[src/rtl/lab3_logic_unit.sv]
// Registered WIDTH-bit bitwise logic unit with eight ops, a per-beat PAIR mode and a
// burst-reducing ACCUM mode, valid/ready on both sides and one output register.
module lab3_logic_unit #(
    parameter int WIDTH = 8,
    parameter int CNT_W = 4
) (
    input  logic             clk,
    input  logic             reset,
    input  logic             in_valid,
    output logic             in_ready,
    input  logic [WIDTH-1:0] A,
    input  logic [WIDTH-1:0] B,
    input  logic [2:0]       op,
    input  logic             mode,
    input  logic             last,
    output logic             out_valid,
    input  logic             out_ready,
    output logic [WIDTH-1:0] F,
    output logic             F_red,
    output logic [CNT_W-1:0] beats
);

    typedef enum logic {IDLE, ACC} state_t;

    state_t           state, state_nxt;
    logic [WIDTH-1:0] acc, acc_nxt, acc_upd;
    logic [CNT_W-1:0] cnt, cnt_nxt, cnt_upd;
    logic [2:0]       op_q, op_nxt;
    logic             accept, load;
    logic [WIDTH-1:0] f_nxt;
    logic [CNT_W-1:0] beats_nxt;

    function automatic logic [WIDTH-1:0] pair_op(input logic [2:0] o,
                                                 input logic [WIDTH-1:0] a,
                                                 input logic [WIDTH-1:0] b);
        case (o)
            3'b000:  return a & b;
            3'b001:  return a | b;
            3'b010:  return a ^ b;
            3'b011:  return ~(a & b);
            3'b100:  return ~(a | b);
            3'b101:  return ~(a ^ b);
            3'b110:  return ~a;
            default: return a;
        endcase
    endfunction

    // Inverting ops reduce with their non-inverted base and invert once at the end.
    function automatic logic [WIDTH-1:0] base_op(input logic [2:0] o,
                                                 input logic [WIDTH-1:0] x,
                                                 input logic [WIDTH-1:0] a);
        case (o)
            3'b000, 3'b011: return x & a;
            3'b001, 3'b100: return x | a;
            3'b010, 3'b101: return x ^ a;
            default:        return a;
        endcase
    endfunction

    function automatic logic [WIDTH-1:0] fin_op(input logic [2:0] o,
                                                input logic [WIDTH-1:0] x);
        case (o)
            3'b011, 3'b100, 3'b101, 3'b110: return ~x;
            default:                        return x;
        endcase
    endfunction

    function automatic logic [CNT_W-1:0] sat_inc(input logic [CNT_W-1:0] c);
        return (c == {CNT_W{1'b1}}) ? c : c + 1'b1;
    endfunction

    assign in_ready = ~out_valid | out_ready;
    assign accept   = in_valid & in_ready;
    assign acc_upd  = base_op(op_q, acc, A);
    assign cnt_upd  = sat_inc(cnt);

    always_comb begin
        state_nxt = state;
        acc_nxt   = acc;
        cnt_nxt   = cnt;
        op_nxt    = op_q;
        load      = 1'b0;
        f_nxt     = F;
        beats_nxt = beats;
        if (accept) begin
            case (state)
                IDLE: begin
                    if (!mode) begin
                        load      = 1'b1;
                        f_nxt     = pair_op(op, A, B);
                        beats_nxt = CNT_W'(1);
                    end else if (!last) begin
                        op_nxt    = op;
                        acc_nxt   = A;
                        cnt_nxt   = CNT_W'(1);
                        state_nxt = ACC;
                    end else begin
                        load      = 1'b1;
                        f_nxt     = fin_op(op, A);
                        beats_nxt = CNT_W'(1);
                    end
                end
                default: begin
                    acc_nxt = acc_upd;
                    cnt_nxt = cnt_upd;
                    if (last) begin
                        load      = 1'b1;
                        f_nxt     = fin_op(op_q, acc_upd);
                        beats_nxt = cnt_upd;
                        state_nxt = IDLE;
                    end
                end
            endcase
        end
    end

    // Control/burst state and the single output register stage
    always_ff @(posedge clk or posedge reset) begin
        if (reset) begin
            state     <= IDLE;
            acc       <= '0;
            cnt       <= '0;
            op_q      <= '0;
            out_valid <= 1'b0;
            F         <= '0;
            F_red     <= 1'b0;
            beats     <= '0;
        end else begin
            state <= state_nxt;
            acc   <= acc_nxt;
            cnt   <= cnt_nxt;
            op_q  <= op_nxt;
            if (load) begin
                out_valid <= 1'b1;
                F         <= f_nxt;
                F_red     <= |f_nxt;
                beats     <= beats_nxt;
            end else if (out_ready) begin
                out_valid <= 1'b0;
            end
        end
    end

endmodule

[config.mk]
export PLATFORM = sky130hd
export DESIGN_NAME = lab3_logic_unit
export DESIGN_NICKNAME = d
export VERILOG_FILES = /design/src/rtl/lab3_logic_unit.sv
export SDC_FILE = /design/constraint.sdc
export NUM_CORES = 1
export LEC_CHECK = 0
export CAP_MARGIN = 15
export CORE_ASPECT_RATIO = 0.6
export CORE_MARGIN = 2
export CORE_UTILIZATION = 55
export DETAILED_ROUTE_END_ITERATION = 10
export GPL_ROUTABILITY_DRIVEN = 0
export PLACE_DENSITY = 0.86
export SYNTH_ARGS = -nofsm -noshare
export SYNTH_HDL_FRONTEND = slang
export SYNTH_SLANG_ARGS = --single-unit
[constraint.sdc]
create_clock -name clk -period 5.2 [get_ports clk]
set_input_delay 1.3 -clock clk [delete_from_list [all_inputs] [get_ports clk]]
set_output_delay 1.3 -clock clk [all_outputs]
set_load 0.02 [all_outputs]
======== Yosys cells after proc, flatten, opt, wreduce, memory -nomap -nowiden ========
Cells that the tools add are included.
operators by class
  add/sub/neg operators ................... 1
  multipliers ............................. 0
  divide/modulo/power cells ............... 0
  $lt $le $gt $ge ......................... 0
  equal/unequal tests ..................... 16
  shifts and indexed selects .............. 0
  muxes and demuxes ....................... 29
  bitwise operators ....................... 16
  reductions and logical operators ........ 13
operators by type and width
  operator                                              count
  2-to-1 mux 8 bit                                      10
  one-hot mux 8 bit (7 select lines)                    1
  inverter 8 bit                                        5
  2-to-1 mux 4 bit                                      8
  one-hot mux 8 bit (3 select lines)                    1
  equality test 3 bit (second input constant)           6
  AND 8 bit                                             2
  OR 8 bit                                              2
  bitwise XOR 8 bit                                     2
  equality test 3 x 2 -> 1 bit (second input constant)  4
  2-to-1 mux 1 bit                                      9
  AND reduction 4 bit                                   2
  OR reduction 4 bit                                    2
  OR reduction 8 bit                                    1
  equality test 3 x 1 -> 1 bit (second input constant)  2
  zero test 3 bit                                       2
  OR reduction 2 bit                                    3
  adder 4 x 1 -> 4 bit (second input constant)          1
  equality test 4 bit (second input constant)           1
  != test 2 x 1 -> 1 bit (second input constant)        2
  nonzero test 2 bit                                    2
  inverter 1 bit                                        3
  AND reduction 3 bit                                   1
  != test 2 bit (second input constant)                 1
  2 further kinds                                       2
storage, ports and cells
  bits in registers ....................... 30
  latch bits .............................. 0
  RAM bits ................................ 0
  memory bits (read-only) ................. 0
  input bits .............................. 25
  output and inout port bits .............. 15
  word-level logic and storage cells ...... 83
  memories kept ........................... 0

======== Logic depth before layout (Yosys ltp) ========
Gate-level depths: netlist (run 1).
  depth after elaboration ................. 9
  gate-level depth with buffers ........... 10
  gate-level depth less buffers ........... 9

======== Least setup slack after synthesis (run 1) ========
No wires, ideal clock.
  path type ............................... input port to flip-flop
  from .................................... in A[3]
  to ...................................... reg F_red
  library setup time ...................... 0.136 ns
  arrival time ............................ 3.015 ns
  data required time ...................... 5.064 ns
  slack ................................... 2.049 ns
  stages .................................. 9
  path buffers ............................ 0
  cells stage by stage .................... inv_1 > ha_1 > nor2b_1 > o311a_1 > a211oi_1 > mux2_2 > a32oi_1 > o221a_2 > a31oi_1
on the way
  longest elaborated chain between the ends .. 8
  elaborated cells between the ends (all ways) .. 21
  those cells by class .................... mux: 9; bitwise: 11; reduce/logical: 1
RTL lines
  element                                    RTL line  RTL
  start, declared                            11        input logic [WIDTH-1:0] A,
  bitwise XOR 8 bit (tied with other cells)  55        3'b010, 3'b101: return x ^ a;
  one-hot mux 8 bit (3 select lines)         52        case (o)
  inverter 8 bit                             63        3'b011, 3'b100, 3'b101, 3'b110: return ~x;
  2-to-1 mux 8 bit                           62        case (o)
  2-to-1 mux 8 bit                           106       if (last) begin
  2-to-1 mux 8 bit (*)                       86        case (state)
  2-to-1 mux 8 bit (*)                       85        if (accept) begin
  OR reduction 8 bit (*)                     136       F_red <= |f_nxt;
  end signal, assigned                       136
  end, declared                              19        output logic F_red,
Every way passes the cells marked *; elsewhere a longest branch is shown, timed or not.
A chain may end at the register's enable or synchronous reset.

======== Final worst setup path (run 1) ========
Same ends and word-level chain as after synthesis.

==> summary.txt, run 1 <==
share of post-route cells with drive strength above 1 = 0.0684
hold buffer count at CTS = 0
DRC Markers = 0
Iter 0 DRT Violations = 387
setup TNS = 0 ns
CTS Buf Count = 5
Critical Path RT = 5.34 ns
CTS tree = built
CTS Sinks = 30
minimum clock period = 3.94 ns
peak supply drop = 0.262 mV
vias per cell = 6.31
Die H = 65.2 µm
post-place setup slack = 1.04 ns
Hold Vio Cnt, Final = 0
max-slew violations = 0
first-pass GRT wire length = 16.4 mm
actual slew at the worst max-slew pin = 1.04 ns
RSZ-0062 raised after global routing = no
kind of critical path = input port to flop
EDFF count, synth = 0
number of inserted diodes = 0
Arr. time, crit path = 4.09 ns
GR Overflow Total = 0
Worst R2R Start = state$_DFFE_PP0P_
Buffers on Ports = 39
largest net degree at the start of global routing = 39
H-tree depth = 2
sequential fraction of the synthesis area = 0.218
Skew-Pair Late Insertion Delay = 0.29 ns
number of global-route vias before repair = 3217
vias = 3390
DRT Pass-1 Iters = 8
Routed WL per cell = 18.5 µm
crit path launch type = input port
Worst slew margin = 0.309
Total Routing Usage GR = 0.300
# resized after CTS = 0
Reg2Reg Setup Slack = 2.02 ns
clk slew on worst S/H paths = 0.07 ns
Setup crit end kind = flop
Routed WL = 9.92 mm
area growth from synthesis to layout = 14.7%
R2R Path End = F_red$_DFFE_PP0P_
antenna violations before repair = 0
Starting Density = 0.565
Core Footprint = 6080 µm²
predominant post-synthesis flop cell = dfrtp_1
Worst Clk Skew = 0.00714 ns
Async SR Flop Fraction = 1.00
Synth Warn # = 0
Crit-path slowest cell = clkdlybuf4s50_1
MaxCap Viol Count = 0
site row count = 22
postcts setup bufs = 0
PnR Total Power = 1.53 mW
leakage power total = 1.72 nW
Synth cell types = 61
chip width = 106 µm
Yosys reg bits = 30
outcome = finished, final reports clean
IO Pins = 40
worst hold start = beats[2]$_DFFE_PP0P_
Reg2Reg Depth = 5
Hold WC Path Type = flop to flop
post-route setup slack = 1.26 ns
slowest stage delay, CP = 0.63 ns
Total Nets Final = 510
Max Freq = 254 MHz
clk buf depth = 2
Worst Hold Path EP = beats[2]$_DFFE_PP0P_
crit-path cells = clkdlybuf4s50_1, inv_1, ha_1, nor2b_1, o311a_1, a211oi_1, mux2_2, a32oi_1, o221a_2, a31oi_1
Finish-stage setup viols = 0
crit share post-route = 0.758
Syn Inst Count = 429
Max FO, Critical Path = 6
PD cells = 389 nW/µm²
mapped cell area = 3440 µm²
clk root buf = clkbuf_8
syn nets = 487
Final HPWL DP = 7.37 mm
Mean Syn Cell Area = 8.01 µm²
Routed Antenna Nets = 0
die area = 6920 µm²
hold depth = 2
[through the flow]
stage          area (µm²)  utilization  instances  hold WS, ns
5_1_grt              3940        0.648        537        0.515
6_report             3940        0.648        537        0.477
3_5_place_dp         3850        0.632        529        0.461
4_1_cts              3940        0.648        537        0.478
3_3_place_gp         3850        0.632        529        0.455
2_1_floorplan        3440            -        429        0.475
[area by class of cell]
type                    instances  area, µm²
clock buffers                   6       82.6
repair buffers                 45        435
multi-input cells             331       2410
clock inverters                 2       12.5
fillers                       524       2140
inverters                      39        146
flip-flops and latches         30        751
well taps                      84        105
[registers in the layout (all words and copies together) (netlist names)]
signal	flops
state	1
acc	8
beats	4
F	8
out_valid	1
op_q	3
cnt	4
F_red	1
[cells in the final DEF, fill, tap and decap left out, types with 16 or more instances in the layout]
master / n
mux2i_1: 21
nor2_1: 24
o21ai_0: 31
a21oi_1: 21
nand2_1: 34
dfrtp_1: 30
ha_1: 33
inv_1: 39
nor2b_1: 16
clkdlybuf4s50_1: 39
[synthesized netlist by cell type, types with 7 or more instances]
library cell / count / area share
xnor2_1: 10 / 0.025
and2_1: 7 / 0.013
dfrtp_1: 30 / 0.22
nand3b_1: 9 / 0.020
ha_1: 33 / 0.12
buf_2: 9 / 0.013
o21ai_0: 31 / 0.045
inv_1: 39 / 0.043
nand2b_1: 13 / 0.024
a21oi_1: 21 / 0.031
nand3_1: 8 / 0.012
mux2i_1: 21 / 0.061
nor2_1: 24 / 0.026
o22ai_1: 10 / 0.018
nor2b_1: 16 / 0.029
nand2_1: 34 / 0.037
clkbuf_1: 17 / 0.019
[per-layer routing]
layer	vias to the layer above	global-route usage	routed length, µm
li1	1592	-	-
met1	1574	0.447	4550
met2	200	0.439	4070
met3	24	0.0665	1090
met4	0	0.0757	216
met5	-	0	0
[power by group]
part	internal, mW	total (mW)	switching [mW]
clock	0.106	0.203	0.0965
sequential	0.322	0.466	0.144
combinational	0.400	0.866	0.466
[kinds of logic (layout without fill, tap and decap cells)]
group	count (synthesis)	after routing	synth area share
AO/OA/AOI/OAI	127	127	0.254
XOR/XNOR	12	12	0.0400
adder cells (fa/ha/maj)	33	33	0.120
buffers and inverters	68	92	0.0808
flip-flops	30	30	0.218
multiplexers	27	27	0.0841
AND/OR/NAND/NOR	132	132	0.203
[critical path, delay by kind of cell]
| family | cells | cell delay [ns] |
|---|---|---|
| compound gates | 5 | 1.23 |
| buf+inv | 2 | 0.79 |
| mux | 1 | 0.38 |
| fa+ha+maj | 1 | 0.32 |
| simple gates | 1 | 0.05 |
[worst max path at each step]
stage / startpoint / to / slack, ns / cells after the start
floorplan: A[3] / F_red$_DFFE_PP0P_ / 2.05 / 9
global placement: A[3] / F_red$_DFFE_PP0P_ / 1.21 / 10
detailed placement: A[3] / F_red$_DFFE_PP0P_ / 1.04 / 10
CTS: A[3] / F_red$_DFFE_PP0P_ / 1.32 / 10
global route: A[1] / F_red$_DFFE_PP0P_ / 1.22 / 10
finish: A[3] / F_red$_DFFE_PP0P_ / 1.26 / 10
No activity file was read; power rests on OpenSTA's default activity.
==> run 2, diff against run 1 <==
--- a/config.mk
+++ b/config.mk
@@ -8,10 +8,10 @@
 export CAP_MARGIN = 15
 export CORE_ASPECT_RATIO = 0.6
 export CORE_MARGIN = 2
-export CORE_UTILIZATION = 55
+export CORE_UTILIZATION = 52
 export DETAILED_ROUTE_END_ITERATION = 10
 export GPL_ROUTABILITY_DRIVEN = 0
-export PLACE_DENSITY = 0.86
+export PLACE_DENSITY = 0.85
 export SYNTH_ARGS = -nofsm -noshare
 export SYNTH_HDL_FRONTEND = slang
 export SYNTH_SLANG_ARGS = --single-unit
==> constraint.sdc (replaced) <==
create_clock -name clk -period 3.5 [get_ports clk]
set_input_delay 0.875 -clock clk [delete_from_list [all_inputs] [get_ports clk]]
set_output_delay 0.875 -clock clk [all_outputs]
set_load 0.02 [all_outputs]
==> run 2 against run 1 <==
  * First-iteration DRC count up 1.3%
  * Setup slack got worse by 0.95 ns
  * Sequential share of layout area is 0.74 points lower
  * Sequential cell count unchanged
  * Sequential power grew 43%
  * Hold slack gained 0.0059 ns
  * Power is 50% higher
  * Utilization rose by 0.83 points
  * Final cell count is 3.5% higher
  * Critical endpoint unchanged
  * Critical path depth increased by 1
  * Register-to-register slack worse by 1.6 ns
  * Largest power group unchanged
==> summary.txt, run 2 (synthesis results as in run 1) <==
crit path launch type = input port
antenna violations before repair = 0
Total Routing Usage GR = 0.310
Setup crit end kind = flop
hold buffer count at CTS = 0
DRC Markers = 0
die area = 7300 µm²
Worst Clk Skew = 0.00418 ns
final cell count without fillers = 556
Routed WL per cell = 19.1 µm
crit share post-route = 0.913
biggest regs = F: 8 flops, acc: 8 flops
Hold Vio Cnt, Final = 0
RSZ-0062 raised after global routing = no
vias = 3508
share of post-route cells with drive strength above 1 = 0.106
Routed WL = 10.6 mm
CTS Buf Count = 5
fillers = 517
Iter 0 DRT Violations = 392
GR Overflow Total = 0
PD cells = 563 nW/µm²
largest net degree at the start of global routing = 36
Critical Path RT = 3.65 ns
clk slew on worst S/H paths = 0.06 ns
CTS Sinks = 30
Worst slew margin = 0.314
area growth from synthesis to layout = 19.3%
actual slew at the worst max-slew pin = 1.03 ns
Final HPWL DP = 8.07 mm
register area = 751 µm²
Max Freq = 313 MHz
Util after Layout = 0.656
number of inserted diodes = 0
clk buf depth = 2
Max FO, Critical Path = 2
kind of critical path = input port to flop
number of global-route vias before repair = 3268
setup TNS = 0 ns
Skew-Pair Late Insertion Delay = 0.28 ns
Arr. time, crit path = 3.35 ns
Finish-stage setup viols = 0
outcome = finished, final reports clean
minimum clock period = 3.20 ns
CTS tree = built
DRT Pass-1 Iters = 5
vias per cell = 6.31
Multi-input gate area = 2410 µm²
Buffers on Ports = 39
Hold WC Path Type = flop to flop
# resized after CTS = 0
Placed Cells = 549
Starting Density = 0.550
commonest non-fill, non-tap cells in the layout = inv_1, clkdlybuf4s50_1, nand2_1, ha_1, o21ai_0
post-place setup slack = 0.0668 ns
Routed Antenna Nets = 0
clk root buf = clkbuf_8
max-slew violations = 0
chip width = 109 µm
H-tree depth = 2
MaxCap Viol Count = 0
IO Pins = 40
Total Nets Final = 530
postcts setup bufs = 0
Core Footprint = 6250 µm²
PnR Total Power = 2.31 mW
first-pass GRT wire length = 17.1 mm
leakage power total = 1.82 nW
post-route setup slack = 0.303 ns
site row count = 22
Die H = 67.0 µm
peak supply drop = 0.379 mV
==> run 2: cell types whose count changed in the layout (fill, tap and decap cells not counted), sizes merged <==
| cell | previous run | this run |
|---|---|---|
| buf | 6 | 26 |
| clkinv | 1 | 2 |
| clkinvlp | 1 | 0 |
| clkbuf | 6 | 5 |
==> run 2: worst paths after layout <==
path,cells after the start,to,slack [ns],from
min in group asynchronous,3,acc[3]$_DFFE_PP0P_,0.99,reset
max in group asynchronous,3,state$_DFFE_PP0P_,2.22,reset
worst min-delay path,2,beats[2]$_DFFE_PP0P_,0.48,beats[2]$_DFFE_PP0P_
worst max-delay path,11,F_red$_DFFE_PP0P_,0.30,A[3]
worst max register to register,7,F_red$_DFFE_PP0P_,0.47,op_q[1]$_DFFE_PP0P_
worst min register to register,2,beats[2]$_DFFE_PP0P_,0.48,beats[2]$_DFFE_PP0P_
==> run 2: layout make-up <==
cell class | count | area share
Clock buffer | 5 | 0.0168
Clock inverter | 2 | 0.00244
Inverter | 39 | 0.0357
Multi-Input combinational cell | 331 | 0.587
Sequential cell | 30 | 0.183
Tap cell | 84 | 0.0256
Timing Repair Buffer | 65 | 0.149
==> run 2: critical path: stages <==
cell             delay [ns]
clkdlybuf4s50_1        0.49
inv_1                  0.06
ha_1                   0.29
nor2b_1                0.04
o311a_1                0.31
a211oi_1               0.20
buf_4                  0.17
mux2_2                 0.35
a32oi_1                0.25
o221a_2                0.23
a31oi_1                0.07
==> run 2: metal layers <==
| metal | up-vias | wire, µm | track usage |
|---|---|---|---|
| met5 | - | 0 | 0 |
| met4 | 0 | 99 | 0.0561 |
| met3 | 10 | 1210 | 0.0665 |
| met2 | 228 | 4630 | 0.493 |
| met1 | 1645 | 4660 | 0.435 |
| li1 | 1625 | - | - |
==> run 2: report_power, final <==
group / internal [mW] / leakage, nW / switching, mW
Clock: 0.133 / 0.0438 / 0.130
Sequential: 0.479 / 0.354 / 0.186
Combinational: 0.631 / 1.43 / 0.747
Total: 1.24 / 1.82 / 1.06
==> run 2: metrics by stage <==
| step | cell area (µm²) | hold slack, ns |
|---|---|---|
| global placement | 4020 | 0.457 |
| finish | 4100 | 0.483 |
| CTS | 4100 | 0.484 |
| floorplan | 3440 | 0.475 |
| global route | 4100 | 0.503 |
| detailed placement | 4020 | 0.470 |
